===== config.mk =====
export PLATFORM = sky130hd
export DESIGN_NAME = onehot_scan8_flat
export DESIGN_NICKNAME = d
export VERILOG_FILES = /design/src/rtl/onehot_scan8_pkg.sv /design/src/rtl/onehot_scan8_if.sv /design/src/rtl/onehot_scan8_pri_enc8.sv /design/src/rtl/onehot_scan8.sv /design/src/flat_wrapper.sv
export SDC_FILE = /design/constraint.sdc
export NUM_CORES = 1
export LEC_CHECK = 0
export BUFFER_PORTS_ARGS = -buffer_cell sky130_fd_sc_hd__clkbuf_2
export CAP_MARGIN = 10
export CORE_ASPECT_RATIO = 0.6
export CORE_UTILIZATION = 25
export DETAILED_ROUTE_END_ITERATION = 6
export GPL_TIMING_DRIVEN = 0
export PLACE_DENSITY_LB_ADDON = 0.12
export SLEW_MARGIN = 20
export SYNTH_ARGS = -nofsm -noshare
export SYNTH_HDL_FRONTEND = slang
export SYNTH_HIERARCHICAL = 1
export SYNTH_SLANG_ARGS = --single-unit

===== constraint.sdc =====
create_clock -name clk -period 2.69 [get_ports clk]
set_clock_uncertainty 0.15 [all_clocks]
set_input_delay 0.538 -clock clk [delete_from_list [all_inputs] [get_ports clk]]
set_output_delay 0.538 -clock clk [all_outputs]
set_load 0.02 [all_outputs]

===== src/rtl/onehot_scan8_pkg.sv =====
// onehot_scan8_pkg: shared state encoding, default width and index-width helper
package onehot_scan8_pkg;
  localparam int DEF_WIDTH = 8;
  typedef enum logic {ST_IDLE = 1'b0, ST_EMIT = 1'b1} state_t;
  function automatic int idx_w(input int w);
    return $clog2(w);
  endfunction
  localparam int DEF_IDX_W = idx_w(DEF_WIDTH);
endpackage


===== src/rtl/onehot_scan8_if.sv =====
// onehot_scan8_if: vector-in / index-out streams (in_valid/in_ready/in_vec, out_valid/out_ready/out_idx/out_none/out_last, busy, out_count when ONEHOT_SCAN_POPCNT_EN)
interface onehot_scan8_if
  import onehot_scan8_pkg::*;
#(
  parameter int WIDTH = DEF_WIDTH
);
  localparam int IDX_W = idx_w(WIDTH);
  logic             in_valid;
  logic             in_ready;
  logic [WIDTH-1:0] in_vec;
  logic             out_valid;
  logic             out_ready;
  logic [IDX_W-1:0] out_idx;
  logic             out_none;
  logic             out_last;
  logic             busy;
`ifdef ONEHOT_SCAN_POPCNT_EN
  logic [IDX_W:0]   out_count;
`endif
  modport master (
    output in_valid, in_vec, out_ready,
    input  in_ready, out_valid, out_idx, out_none, out_last, busy
`ifdef ONEHOT_SCAN_POPCNT_EN
    , input out_count
`endif
  );
  modport slave (
    input  in_valid, in_vec, out_ready,
    output in_ready, out_valid, out_idx, out_none, out_last, busy
`ifdef ONEHOT_SCAN_POPCNT_EN
    , output out_count
`endif
  );
endinterface


===== src/rtl/onehot_scan8_pri_enc8.sv =====
// pri_enc8: combinational lowest-set-bit encoder; vec in, idx = lowest set position (0 if none), none = vec is all zero
module pri_enc8
  import onehot_scan8_pkg::*;
#(
  parameter int WIDTH = DEF_WIDTH
) (
  input  logic [WIDTH-1:0]        vec,
  output logic [idx_w(WIDTH)-1:0] idx,
  output logic                    none
);
  localparam int IDX_W = idx_w(WIDTH);
  // scanning downward lets the lowest set bit win
  always_comb begin
    idx = '0;
    for (int i = WIDTH - 1; i >= 0; i--) if (vec[i]) idx = IDX_W'(i);
  end
  assign none = ~|vec;
endmodule


===== src/rtl/onehot_scan8.sv =====
// onehot_scan8: emits the index of each set bit of a captured vector, lowest first; ports clk, rst_n (async active-low), bus (onehot_scan8_if.slave); ONEHOT_SCAN_POPCNT_EN adds out_count
module onehot_scan8
  import onehot_scan8_pkg::*;
#(
  parameter int WIDTH = DEF_WIDTH
) (
  input logic            clk,
  input logic            rst_n,
  onehot_scan8_if.slave  bus
);
  localparam int IDX_W = idx_w(WIDTH);
  state_t           state, state_nx;
  logic [WIDTH-1:0] pending, pending_nx, rest;
  logic [IDX_W-1:0] idx;
  logic             none, emit, last, cap;
  pri_enc8 #(.WIDTH(WIDTH)) u_enc (.vec(pending), .idx(idx), .none(none));
  // rest drops the lowest set bit; it is zero exactly when at most one bit remains
  assign rest = pending & (pending - WIDTH'(1));
  assign last = rest == '0;
  assign emit = state == ST_EMIT;
  assign cap  = !emit && bus.in_valid;
  assign bus.in_ready  = !emit;
  assign bus.out_valid = emit;
  assign bus.out_idx   = idx;
  assign bus.out_none  = emit && none;
  assign bus.out_last  = emit && last;
  assign bus.busy      = emit;
  // on the last beat rest is already zero, so pending clears for free
  always_comb begin
    state_nx   = state;
    pending_nx = pending;
    if (cap) begin
      state_nx   = ST_EMIT;
      pending_nx = bus.in_vec;
    end else if (emit && bus.out_ready) begin
      state_nx   = last ? ST_IDLE : ST_EMIT;
      pending_nx = rest;
    end
  end
  always_ff @(posedge clk or negedge rst_n) begin
    if (!rst_n) begin
      state   <= ST_IDLE;
      pending <= '0;
    end else begin
      state   <= state_nx;
      pending <= pending_nx;
    end
  end
`ifdef ONEHOT_SCAN_POPCNT_EN
  logic [IDX_W:0] count;
  always_ff @(posedge clk or negedge rst_n) begin
    if (!rst_n) count <= '0;
    else if (cap) count <= (IDX_W + 1)'($countones(bus.in_vec));
  end
  assign bus.out_count = count;
`endif
endmodule

===== src/flat_wrapper.sv =====
// flat-port wrapper written by rule: the top's interface ports become plain ports
module onehot_scan8_flat import onehot_scan8_pkg::*;
#(
  parameter int WIDTH = DEF_WIDTH
)
  (clk, rst_n, bus_in_valid, bus_in_vec, bus_out_ready, bus_in_ready, bus_out_valid, bus_out_idx, bus_out_none, bus_out_last, bus_busy);
  onehot_scan8_if #(.WIDTH(WIDTH)) bus_i ();
  input logic clk;
  input logic rst_n;
  input wire logic [$bits(bus_i.in_valid)-1:0] bus_in_valid;
  input wire logic [$bits(bus_i.in_vec)-1:0] bus_in_vec;
  input wire logic [$bits(bus_i.out_ready)-1:0] bus_out_ready;
  output wire logic [$bits(bus_i.in_ready)-1:0] bus_in_ready;
  output wire logic [$bits(bus_i.out_valid)-1:0] bus_out_valid;
  output wire logic [$bits(bus_i.out_idx)-1:0] bus_out_idx;
  output wire logic [$bits(bus_i.out_none)-1:0] bus_out_none;
  output wire logic [$bits(bus_i.out_last)-1:0] bus_out_last;
  output wire logic [$bits(bus_i.busy)-1:0] bus_busy;
  assign bus_i.in_valid = bus_in_valid;
  assign bus_i.in_vec = bus_in_vec;
  assign bus_i.out_ready = bus_out_ready;
  assign bus_in_ready = bus_i.in_ready;
  assign bus_out_valid = bus_i.out_valid;
  assign bus_out_idx = bus_i.out_idx;
  assign bus_out_none = bus_i.out_none;
  assign bus_out_last = bus_i.out_last;
  assign bus_busy = bus_i.busy;
  onehot_scan8 #(.WIDTH(WIDTH)) u_core (.clk(clk), .rst_n(rst_n), .bus(bus_i));
endmodule

==> key figures <==
Timing
  • Final Hold Fails: 0
  • Min Tclk post-route: 2377 ps
  • Worst relative slew slack: 68.72%
  • Worst-Margin Slew: 469.2 ps
  • Finish-stage setup viols: 0
  • Final period utilization: 88.36%
  • Pins Over Slew Limit: 0
  • Final TNS setup: 0 ps
  • RSZ-0062 raised after global routing: no
  • Worst setup margin: 313.2 ps
  • Fmax: 420.7 MHz
  • Hold WS: 6.752 ps

CTS
  • CTS buffer count: 3
  • Clock Pin Slew Worst Setup and Hold Paths: 40 ps
  • Clock Sinks: 9
  • Hold_buf cts: 0
  • Clk_lat worst skew: 230 ps
  • Post-cts sizing count: 0
  • Setup bufs post-CTS: 0
  • CTS tree: yes
  • Htree depth: 1
  • Max Buffers Root-to-Sink: 2
  • Clk root buf: clkbuf_8

Drt
  • Vias per inst: 4.883
  • DRT iter0 DRCs: 27
  • Total number of vias: 625
  • Antenna viol nets, final: 0
  • Total wire length: 1540 um
  • DR WL/cell: 12.03 um
  • Drt drc: 0
  • Drt pass-1 iters: 3

Power
  • PwrDens: 1418 nW/um^2
  • LEAKAGE: 0.3652 nW
  • Peak supply drop: 0.0006650 V

Finish
  • Multi-input logic area: 370.4 sq um
  • Cell area after layout: 807.0 sq um
  • Nets@finish: 111
  • Diode count: 0
  • Reg area: 225.2 sq um
  • Layout fillers: 245
  • Fraction of layout cells with a size suffix above 1: 27.55%
  • Area growth from synthesis to layout: 28.23%
  • Util after Layout: 35.69%

Die
  • Initial core utilization: 27.84%
  • Area of the core: 2261 sq um
  • I/O pin count: 20
  • Die width: 66.78 um
  • DIE AREA: 2729 sq um
  • Die Y-Extent: 40.87 um
  • Row count: 13

Setup path
  • Worst Path Class, Setup: reg -> out
  • Slowest Stage Delay on Critical Path: 410 ps
  • Worst EP arrival: 1690 ps
  • Slowest CP cell: dfrtp_1
  • Critical Path Fanout Max: 10
  • Crit end category: output port
  • CP Cell Sequence: clkbuf_1 > or3_1 > o21ai_0 > a32o_1 > clkbuf_2
  • Startpoint type of the worst setup path: register
  • Worst EP required: 2000 ps

Synth
  • Synth Warn #: 6
  • Synth top area cells: dfrtp_1 36%, o21ai_0 9.5%, nand2_1 5.4%
  • Syn nets: 87
  • Mean Syn Cell Area: 8.391 sq um
  • Cell count after synthesis: 75
  • Yosys cell types: 28
  • Flops & latches, synth: 9
  • Synthesized area: 629.4 sq um
  • Sequential-to-total area share from yosys stat: 35.79%
  • Cell taking the most area after synthesis: dfrtp_1
  • Synth top area share: 35.79%

Placed design
  • Post-DP Area: 762.0 sq um
  • I/O Buffers: 19
  • Pre-CTS setup slack: 551.6 ps
  • Gpl congestion: 0.7176

Global routing
  • Global Route Usage Sum: 13.23%
  • Initial antenna violation count: 0
  • Grt total ovfl: 0
  • Pin count of the biggest net entering global routing: 11
  • Vias in the first global route: 519
  • First-pass GRT wire length: 2477 um

Hold path
  • Min-Delay Path Class: in -> async

Run
  • Max-cap viol count: 0

Status
  • Status: finished clean
layer usage:
metal / routed length [um] / global-route usage (%) / share of wire, % / vias to the layer above
li1: - / - / - / 320
met1: 881 / 18.91 / 57 / 290
met2: 581 / 18.43 / 38 / 13
met3: 64 / 5.000 / 4.2 / 2
met4: 12 / 3.191 / 0.78 / 0
met5: 0 / 0 / 0 / -
registers in the layout, indices dropped and copies added, names as in the netlist:
register	cells
u_core/pending	8
u_core/bus.busy	1
logic make-up after synthesis:
kind of cell    share of synthesized area (%)
fa+ha+maj                               1.591
compound gates                          34.99
buf+inv                                 5.367
flops                                   35.79
simple gates                            20.68
mux                                     1.591
cells in the mapped netlist, drive strengths merged:
library cell,number
dfrtp,9
nand2,9
and4,1
clkbuf,3
a32o,1
o31ai,3
o21bai,1
mux2i,1
or4,1
o32a,1
and2,1
nor4,1
nor2,8
a2111oi,1
buf,1
a22o,2
or3,3
maj3,1
a211oi,1
o41ai,2
nor2b,2
o21ai,13
inv,4
a21boi,1
a21oi,4
power breakdown:
| part | internal (W) | switching [W] | leakage (nW) |
|---|---|---|---|
| Combinational | 0.000291 | 0.000383 | 0.227 |
| Sequential | 0.000192 | 0.000127 | 0.115 |
| Clock | 0.000103 | 0.0000488 | 0.0228 |
| Total | 0.000586 | 0.000558 | 0.365 |
layout make-up:
type	count	area share [%]
Multi-Input combinational cell	58	45.89
Clock buffer	4	5.581
Sequential cell	9	27.91
Timing Repair Buffer	19	11.78
Buffer	4	2.326
Tap cell	30	4.651
Inverter	4	1.860
final timing paths:
check | cells past startpoint | end | startpoint | slack (ps)
max in group asynchronous | 1 | u_core/pending[1] | rst_n | 2190
min in group clk | 3 | u_core/pending[4] | bus_in_vec[4] | 360
setup / recovery | 5 | bus_out_last | u_core/pending[4] | 310
hold / removal | 1 | u_core/pending[4] | rst_n | 7
setup reg to reg | 4 | u_core/bus.busy | u_core/pending[0] | 660
hold reg to reg | 1 | u_core/pending[1] | u_core/pending[1] | 510
layout by cell type (no fill, tap or decap), types with 2 or more instances in the layout:
cell       n
a21oi_1    4
a22o_1     2
clkbuf_1   4
clkbuf_2  19
clkbuf_8   3
dfrtp_1    9
inv_1      4
nand2_1    9
nor2_1     7
nor2b_1    2
o21ai_0   12
o31ai_1    3
or3_1      3
metrics by stage:
step / cells / total power [W]
finish: 128 / 0.001144
global placement: 124 / 0.001000
global route: 128 / 0.001261
floorplan: 75 / 0.0008045
CTS: 128 / 0.001154
detailed placement: 124 / 0.0009983
worst max-delay path: cells and delay by family, from the launching register on:
kind                   cells  cell delay (ps)
and+or+nand+nor            1              410
DFF                        1              410
buffers and inverters      2              410
AOI/OAI and AO/OA          2              230
Note: power is estimated with default switching activity, not from simulation.
